==> src/rtl/board_mem_arbiter.sv <==
// Single-port RAM arbiter: CPU > UART mailbox > board scan, with read-return
// routing by owner tag and a once-per-frame 10x10 board copy into the video shadow.
module board_mem_arbiter #(
   parameter int                ADDR_W      = 10,
   parameter logic [ADDR_W-1:0] BOARD_BASE  = 10'h100,
   parameter int                BOARD_CELLS = 100,
   parameter logic [ADDR_W-1:0] UART_ADDR   = 10'h0FF
) (
   input  logic              clk,
   input  logic              rst,
   input  logic              cpu_req,
   input  logic              cpu_we,
   input  logic [ADDR_W-1:0] cpu_addr,
   input  logic [31:0]       cpu_wdata,
   output logic              cpu_gnt,
   output logic              cpu_rvalid,
   output logic [31:0]       cpu_rdata,
   input  logic              uart_valid,
   input  logic [7:0]        uart_data,
   output logic              uart_ovf,
   input  logic              frame_start,
   output logic              scan_busy,
   output logic              frame_done,
   output logic              cell_we,
   output logic [6:0]        cell_idx,
   output logic [3:0]        cell_val,
   output logic              mem_en,
   output logic              mem_we,
   output logic [ADDR_W-1:0] mem_addr,
   output logic [31:0]       mem_wdata,
   input  logic [31:0]       mem_rdata
);

   typedef enum logic [1:0] {S_IDLE, S_SCAN, S_DRAIN} state_t;
   localparam logic [1:0] TAG_NONE = 2'd0, TAG_CPU = 2'd1, TAG_SCAN = 2'd2;

   state_t      state_q, state_d;
   logic [6:0]  cnt_q, cnt_d, idx_q, idx_d;
   logic        pend_q, pend_d, full_q, full_d, ovf_q, ovf_d;
   logic [7:0]  hold_q, hold_d;
   logic [1:0]  tag_q, tag_d;
   logic [3:0]  val_q, val_d;
   logic        cpu_g, uart_g, scan_g;

   // Grants are gated by rst so every output reads 0 while reset is held.
   assign cpu_g  = !rst && cpu_req;
   assign uart_g = !rst && !cpu_req && full_q;
   assign scan_g = !rst && !cpu_req && !full_q && (state_q == S_SCAN);

   always_comb begin
      mem_en    = 1'b0;
      mem_we    = 1'b0;
      mem_addr  = '0;
      mem_wdata = '0;
      if (cpu_g) begin
         mem_en    = 1'b1;
         mem_we    = cpu_we;
         mem_addr  = cpu_addr;
         mem_wdata = cpu_wdata;
      end else if (uart_g) begin
         mem_en    = 1'b1;
         mem_we    = 1'b1;
         mem_addr  = UART_ADDR;
         mem_wdata = {24'b0, hold_q};
      end else if (scan_g) begin
         mem_en    = 1'b1;
         mem_addr  = BOARD_BASE + ADDR_W'(cnt_q);
      end
   end

   assign cpu_gnt    = cpu_g;
   assign cpu_rvalid = (tag_q == TAG_CPU);
   assign cpu_rdata  = cpu_rvalid ? mem_rdata : 32'd0;
   assign cell_we    = (tag_q == TAG_SCAN);
   assign cell_idx   = idx_q;
   assign cell_val   = cell_we ? mem_rdata[3:0] : val_q;
   assign uart_ovf   = ovf_q;
   assign scan_busy  = (state_q != S_IDLE);
   assign frame_done = (state_q == S_DRAIN);

   always_comb begin
      tag_d  = TAG_NONE;
      if (cpu_g && !cpu_we) tag_d = TAG_CPU;
      else if (scan_g)      tag_d = TAG_SCAN;
      idx_d  = scan_g ? cnt_q : idx_q;
      val_d  = cell_we ? mem_rdata[3:0] : val_q;

      // A byte arriving in the drain cycle refills the slot instead of overflowing.
      full_d = full_q;
      hold_d = hold_q;
      ovf_d  = ovf_q;
      if (uart_valid) begin
         if (!full_q || uart_g) begin
            full_d = 1'b1;
            hold_d = uart_data;
         end else begin
            ovf_d  = 1'b1;
         end
      end else if (uart_g) begin
         full_d = 1'b0;
      end
   end

   always_comb begin
      state_d = state_q;
      cnt_d   = cnt_q;
      pend_d  = pend_q;
      case (state_q)
         S_IDLE: begin
            if (frame_start || pend_q) begin
               state_d = S_SCAN;
               cnt_d   = '0;
               pend_d  = 1'b0;
            end
         end
         S_SCAN: begin
            if (frame_start) pend_d = 1'b1;
            if (scan_g) begin
               cnt_d = cnt_q + 7'd1;
               if (cnt_q == 7'(BOARD_CELLS - 1)) state_d = S_DRAIN;
            end
         end
         S_DRAIN: begin
            if (frame_start) pend_d = 1'b1;
            state_d = S_IDLE;
         end
         default: state_d = S_IDLE;
      endcase
   end

   always_ff @(posedge clk or posedge rst) begin
      if (rst) begin
         state_q <= S_IDLE;
         cnt_q   <= '0;
         pend_q  <= 1'b0;
         full_q  <= 1'b0;
         hold_q  <= '0;
         ovf_q   <= 1'b0;
         tag_q   <= TAG_NONE;
         idx_q   <= '0;
         val_q   <= '0;
      end else begin
         state_q <= state_d;
         cnt_q   <= cnt_d;
         pend_q  <= pend_d;
         full_q  <= full_d;
         hold_q  <= hold_d;
         ovf_q   <= ovf_d;
         tag_q   <= tag_d;
         idx_q   <= idx_d;
         val_q   <= val_d;
      end
   end

endmodule
==> config.mk <==
export PLATFORM = sky130hd
export DESIGN_NAME = board_mem_arbiter
export DESIGN_NICKNAME = d
export VERILOG_FILES = /design/src/rtl/board_mem_arbiter.sv
export SDC_FILE = /design/constraint.sdc
export NUM_CORES = 1
export LEC_CHECK = 0
export CORE_UTILIZATION = 32
export DETAILED_ROUTE_END_ITERATION = 10
export MAX_ROUTING_LAYER = met4
export PLACE_DENSITY = 0.82
export SLEW_MARGIN = 20
export SYNTH_ARGS = -nofsm -noshare
export SYNTH_HDL_FRONTEND = slang
export SYNTH_SLANG_ARGS = --single-unit
==> constraint.sdc <==
create_clock -name clk -period 2.1 [get_ports clk]
set_clock_uncertainty 0.15 [all_clocks]
set_input_delay 0.21 -clock clk [delete_from_list [all_inputs] [get_ports clk]]
set_output_delay 0.21 -clock clk [all_outputs]
set_load 0.05 [all_outputs]
==> impl_results.md <==
* Status: finished, violations left
* Failing checks: setup timing
* R2R Path End: cnt_q[5]
* Mean Syn Cell Area at approximately 10 um2
* Commonest cells in the netlist: and2_1 (57), dfrtp_1 (33), mux2_2 (22), clkbuf_1 (12), nand2_1 (11)
* CTS tree: built
* Critical R2R Launch: state_q[1]
* Worst skew pair latency at 0.28 ns
* CP Data Required Time at 1.74 ns
* Gate Count Post-Synth at about 210
* Fill count at 323
* Cell taking the most area after synthesis: dfrtp_1
* Worst Setup Slack post-DPL at 0.00166 ns
* Fraction of final layout cells sized beyond drive strength 1 at 39.2%
* Vias per cell at 4.95
* Synth unique cells at 30
* Initial Util at 33.8%
* Slew headroom at 63.9%
* CTS H-tree lvls at 2
* Routed vias at 2406
* Clock sink count at 33
* RSZ-0062 raised after global routing: true
* Post-layout util at 84.0%
* Largest net degree at the start of global routing at 34
* Placed inst area at approximately 0.0048 mm2
* Tmin final at 2.11 ns
* ANT nets after route at 0
* PnR worst setup slack at -0.00607 ns
* Register Area at 826 um2
* GPL Wtd Cong at 0.864
* Ys flop type: dfrtp_1
* Setup CP Type: input port to output pin
* Max_cap viols at 0
* Die width at just over 80 um
* Synth Warn # at 0
* CTS Hold Buffers Added at 0
* Worst-path maximum fanout at 8
* Nature of the critical path endpoint: output pin
* PortBufs at 180
* Final slew viol count at 0
* Register area share after synthesis at 40.3%
* Hpwl dp at 6660 um
* Final setup violation count at 1
* Syn Std Cell Area at 0.00205 mm2
* Io pins at 181
* Peak VDD IR at 0.468 mV
* CTS clock-pin slew for the worst setup and hold paths at 0.07 ns
* Final net count at 504
* Cell Pwr Density at 568 mW/mm2
* P&R area growth vs syn at 148%
* # diodes at 0
* CTS Root Cell: clkbuf_8
* Post-synth EDFFs at 0
* Vias in the first global route at 2420
* Final Hold Vio Count at 0
* Die ar. at 0.00673 mm2
* Area occupied by multi-input gates at roughly 0.0012 mm2
* Row count at 28
* Synth async-reset ratio at between 90% and 100%
* R2R depth at 7
* FF-to-FF setup slack at 0.07 ns
* Startpoint Class: input port
* FMAX at between 400 and 500 MHz
* Synthesized net count at 300
* Fin Hold WS at roughly 0.27 ns
* Global-route wire length before repair at between 10000 and 15000 um
* Worst slew pin tran at between 0.5 and 0.6 ns
* Num CTS Buffers at 5
* Flops & latches, synth at 33
* Leakage at 2.22 nW
* WL/cell at 17.3 um
* Initial DRC Count at 128
* Total wire length at 8400 um
* Top post-synthesis cells by area: dfrtp_1 (40%), and2_1 (17%), mux2_2 (12%), ha_1 (3.7%), a221o_1 (3.4%)
* Core region area at 0.00606 mm2
* Post-route cell area at between 0.005 and 0.006 mm2
* Tightest Hold Check Type: input port to asynchronous set/reset pin
* Critical path data arrival time at 1.75 ns
* Initial antenna violation count at 0
* Post-synth top area share at 40.3%
* Die Y at 82.1 um
* Max clock buf depth at 2
* Total global-route track usage at 24.5%
* DR DRC count at 0
* Total gr overflow at 0
* Ratio of final minimum period to clock period at 100%
* Drt first pass iters at 7
* Most frequent cell after synthesis: and2_1
-- state kept, by name, summed over array words and instances (netlist names) --
register	cells
cell_idx	7
cnt_q	7
full_q	1
hold_q	8
pend_q	1
state_q	2
tag_q	2
uart_ovf	1
val_q	4
-- per-layer routing --
metal	wire length, um	GRT usage [%]
met3	623	4.56
met5	0	-
met2	4910	47.8
met1	2790	24.7
met4	74	5.96
-- cells in the final DEF (no fill, tap or decap), types with 2 or more instances in the layout --
master,n
nand4_1,2
and2_1,57
buf_12,79
clkdlybuf4s50_1,95
nand3_1,6
nand2_2,2
a221o_1,2
ha_1,4
o21ai_0,8
a221o_2,5
dfrtp_1,33
nand2_1,9
bufinv_16,2
clkbuf_8,5
or3_1,3
a21o_1,3
nor2b_1,3
inv_1,5
mux2_2,22
buf_6,3
buf_4,32
a22o_1,8
a21oi_1,2
-- through the flow --
step           total power [mW]  setup TNS (ns)  cells
2_1_floorplan              1.46               0    206
3_3_place_gp               2.13               0    465
3_5_place_dp               2.17               0    465
4_1_cts                    2.91         -0.0428    480
5_1_grt                    3.02          -0.171    486
6_report                   2.89        -0.00607    486
-- worst max-delay path, stage by stage --
cell and delay (ns):
clkdlybuf4s50_1 0.58, buf_4 0.17, nor3b_4 0.05, buf_4 0.17, or3_4 0.40, buf_12 0.16
-- area by class of cell --
| class | count | share of cell area [%] |
|---|---|---|
| inverter | 6 | 0.442 |
| clock inverter | 3 | 1.35 |
| sequential | 33 | 16.2 |
| timing repair buffer | 210 | 55.2 |
| clock buffer | 5 | 1.35 |
| tap | 75 | 1.84 |
| multi-input combinational | 154 | 23.6 |
-- worst max-delay path by stage --
| stage | startpoint | end | slack [ns] |
|---|---|---|---|
| final | cpu_req | mem_en | -0.006 |
| after global routing | state_q[1] | mem_addr[3] | -0.04 |
| after CTS | rst | mem_wdata[7] | -0.01 |
| after detailed placement | cpu_req | mem_addr[2] | 0.002 |
| after global placement | rst | mem_wdata[2] | 0.03 |
| after floorplan | cpu_req | mem_wdata[17] | 0.04 |
-- report_power, final --
group	internal, mW	switching, mW	leakage [nW]
clock network	0.478	0.244	0.0687
logic	0.659	0.717	1.74
registers	0.741	0.0563	0.409
total	1.88	1.02	2.22
-- cell families after synthesis --
family | share of synthesized area (%)
AND/OR/NAND/NOR | 27.9
flip-flops | 40.3
AO/OA/AOI/OAI | 12.0
multiplexers | 12.6
buffers and inverters | 3.54
adder cells (fa/ha/maj) | 3.66
-- repair_timing --
item / CTS / global route
pin swaps: 6 / 5
cloned: 1 / 1
setup endpoints to repair: 12 / 51
gates resized for setup: 5 / 11
setup buffers: 6 / 5
No activity file was read; power rests on OpenSTA's default activity.
==> patch: new RTL, same settings <==
Register the output `uart_ovf` once more, cleared by the reset; this adds one clock of latency there. The other outputs are not delayed to match.
--- a/src/rtl/board_mem_arbiter.sv
+++ b/src/rtl/board_mem_arbiter.sv
@@ -75,5 +75,11 @@
    assign cell_idx   = idx_q;
    assign cell_val   = cell_we ? mem_rdata[3:0] : val_q;
-   assign uart_ovf   = ovf_q;
+   always_ff @(posedge clk or posedge rst) begin
+      if (rst) begin
+         uart_ovf <= '0;
+      end else begin
+         uart_ovf <= ovf_q;
+      end
+   end
    assign scan_busy  = (state_q != S_IDLE);
    assign frame_done = (state_q == S_DRAIN);
Formal check against the unedited RTL: not equivalent (Yosys sat finds a counterexample within 4 cycles, from zero or initial values and one cycle with rst high).
==> patch against the unedited design <==
The run still ends with setup timing left. Global-route usage up 1.4 points. Non-clock buffer count up 3. First-iteration DRC count up 23%. Final cell count up 0.41%. Synthesized cell count down 0.49%. Cell area about the same. Critical endpoint is now mem_addr[6]. Wire length up 5.4%. Sequential share of layout area up 0.51 points. Clock power down 30%. Area after synthesis up 1.1%. Sequential cell count up 1. Total power down 7.4%. Worst setup slack worse by 34 ps.
==> patch: results (changes against the unedited design) <==
- Outcome: finished, violations left
- Violated checks: setup timing
- FFs & Latches: 34 (+3.0%)
- Post-synthesis sequential area ratio: 41.0% (+0.77 points)
- Leakage power total: 2.24 nW (+0.74%)
- Share of cells above drive strength 1: 38.3% (-0.92 points)
- Multiplexer area fraction after synthesis: 12.4% (-0.20 points)
- Sw frac: 37.9% (+2.8 points)
- Post-CTS Setup Bufs: 4 (-2)
- HPWL Detailed: 7.14 mm (+7.2%)
- Slowest library cell on the worst path: dfrtp_1
- Post-synth net total: 299 (-0.33%)
- Area occupied by multi-input gates: 1200 um2 (+0.21%)
- Met1 Use GR: 26.4% (+1.7 points)
- Slew of the pin with the lowest slew margin: 513 ps (-23.3 ps)
- Setup violations, final: 5 (+4)
- R2r worst-path depth: 9 (+2)
- Drt total wl: 8.85 mm (+5.4%)
- Netlist cell types: 31 (+3.3%)
- Synth Area in Compound Gates: 12.6% (+0.59 points)
- Final-layout clock-cell area share: 1.79% (-0.91 points)
- Net switching power: 1.02 mW (about the same)
- Final worst setup slack: -40.5 ps (-34.4 ps)
- Adder-Cell Fraction of Synth Area: 3.62% (-0.040 points)
- DR iter-0 viols: 158 (+23%)
- Post-cts sizing count: 6 (+1)
- NumNets Final: 506 (+0.40%)
- CP arrival: 1780 ps (+30 ps)
## patch: routing by layer
metal	share of wire, %	wire length [um]	vias up
met3	8.5	754	34
met4	3.7	325	0
met5	0	0	-
met2	55	4870	164
li1	-	-	1127
met1	33	2900	1156
## patch: how the worst min path moves through the flow
stage	startpoint	end	slack [ps]	cells past startpoint
6_report	rst	pend_q	50	3
5_1_grt	rst	pend_q	80	3
4_1_cts	ovf_q	uart_ovf	230	0
3_5_place_dp	ovf_q	uart_ovf	220	0
3_3_place_gp	ovf_q	uart_ovf	200	0
2_1_floorplan	cpu_we	tag_q[0]	130	1
## patch: through the flow
step	instances	setup WS (ps)	instance area, um2
final	488	-40.5	5090
after global routing	488	-106	5090
after CTS	478	-9.56	4970
after detailed placement	466	-16.8	4820
after global placement	466	5.32	4820
after floorplan	205	47.4	2070
## patch: cells by family after synthesis
kind of cell             after synthesis
adder cells (fa/ha/maj)                6
AO/OA/AOI/OAI                         34
multiplexers                          23
flip-flops                            34
buffers and inverters                 18
AND/OR/NAND/NOR                       90
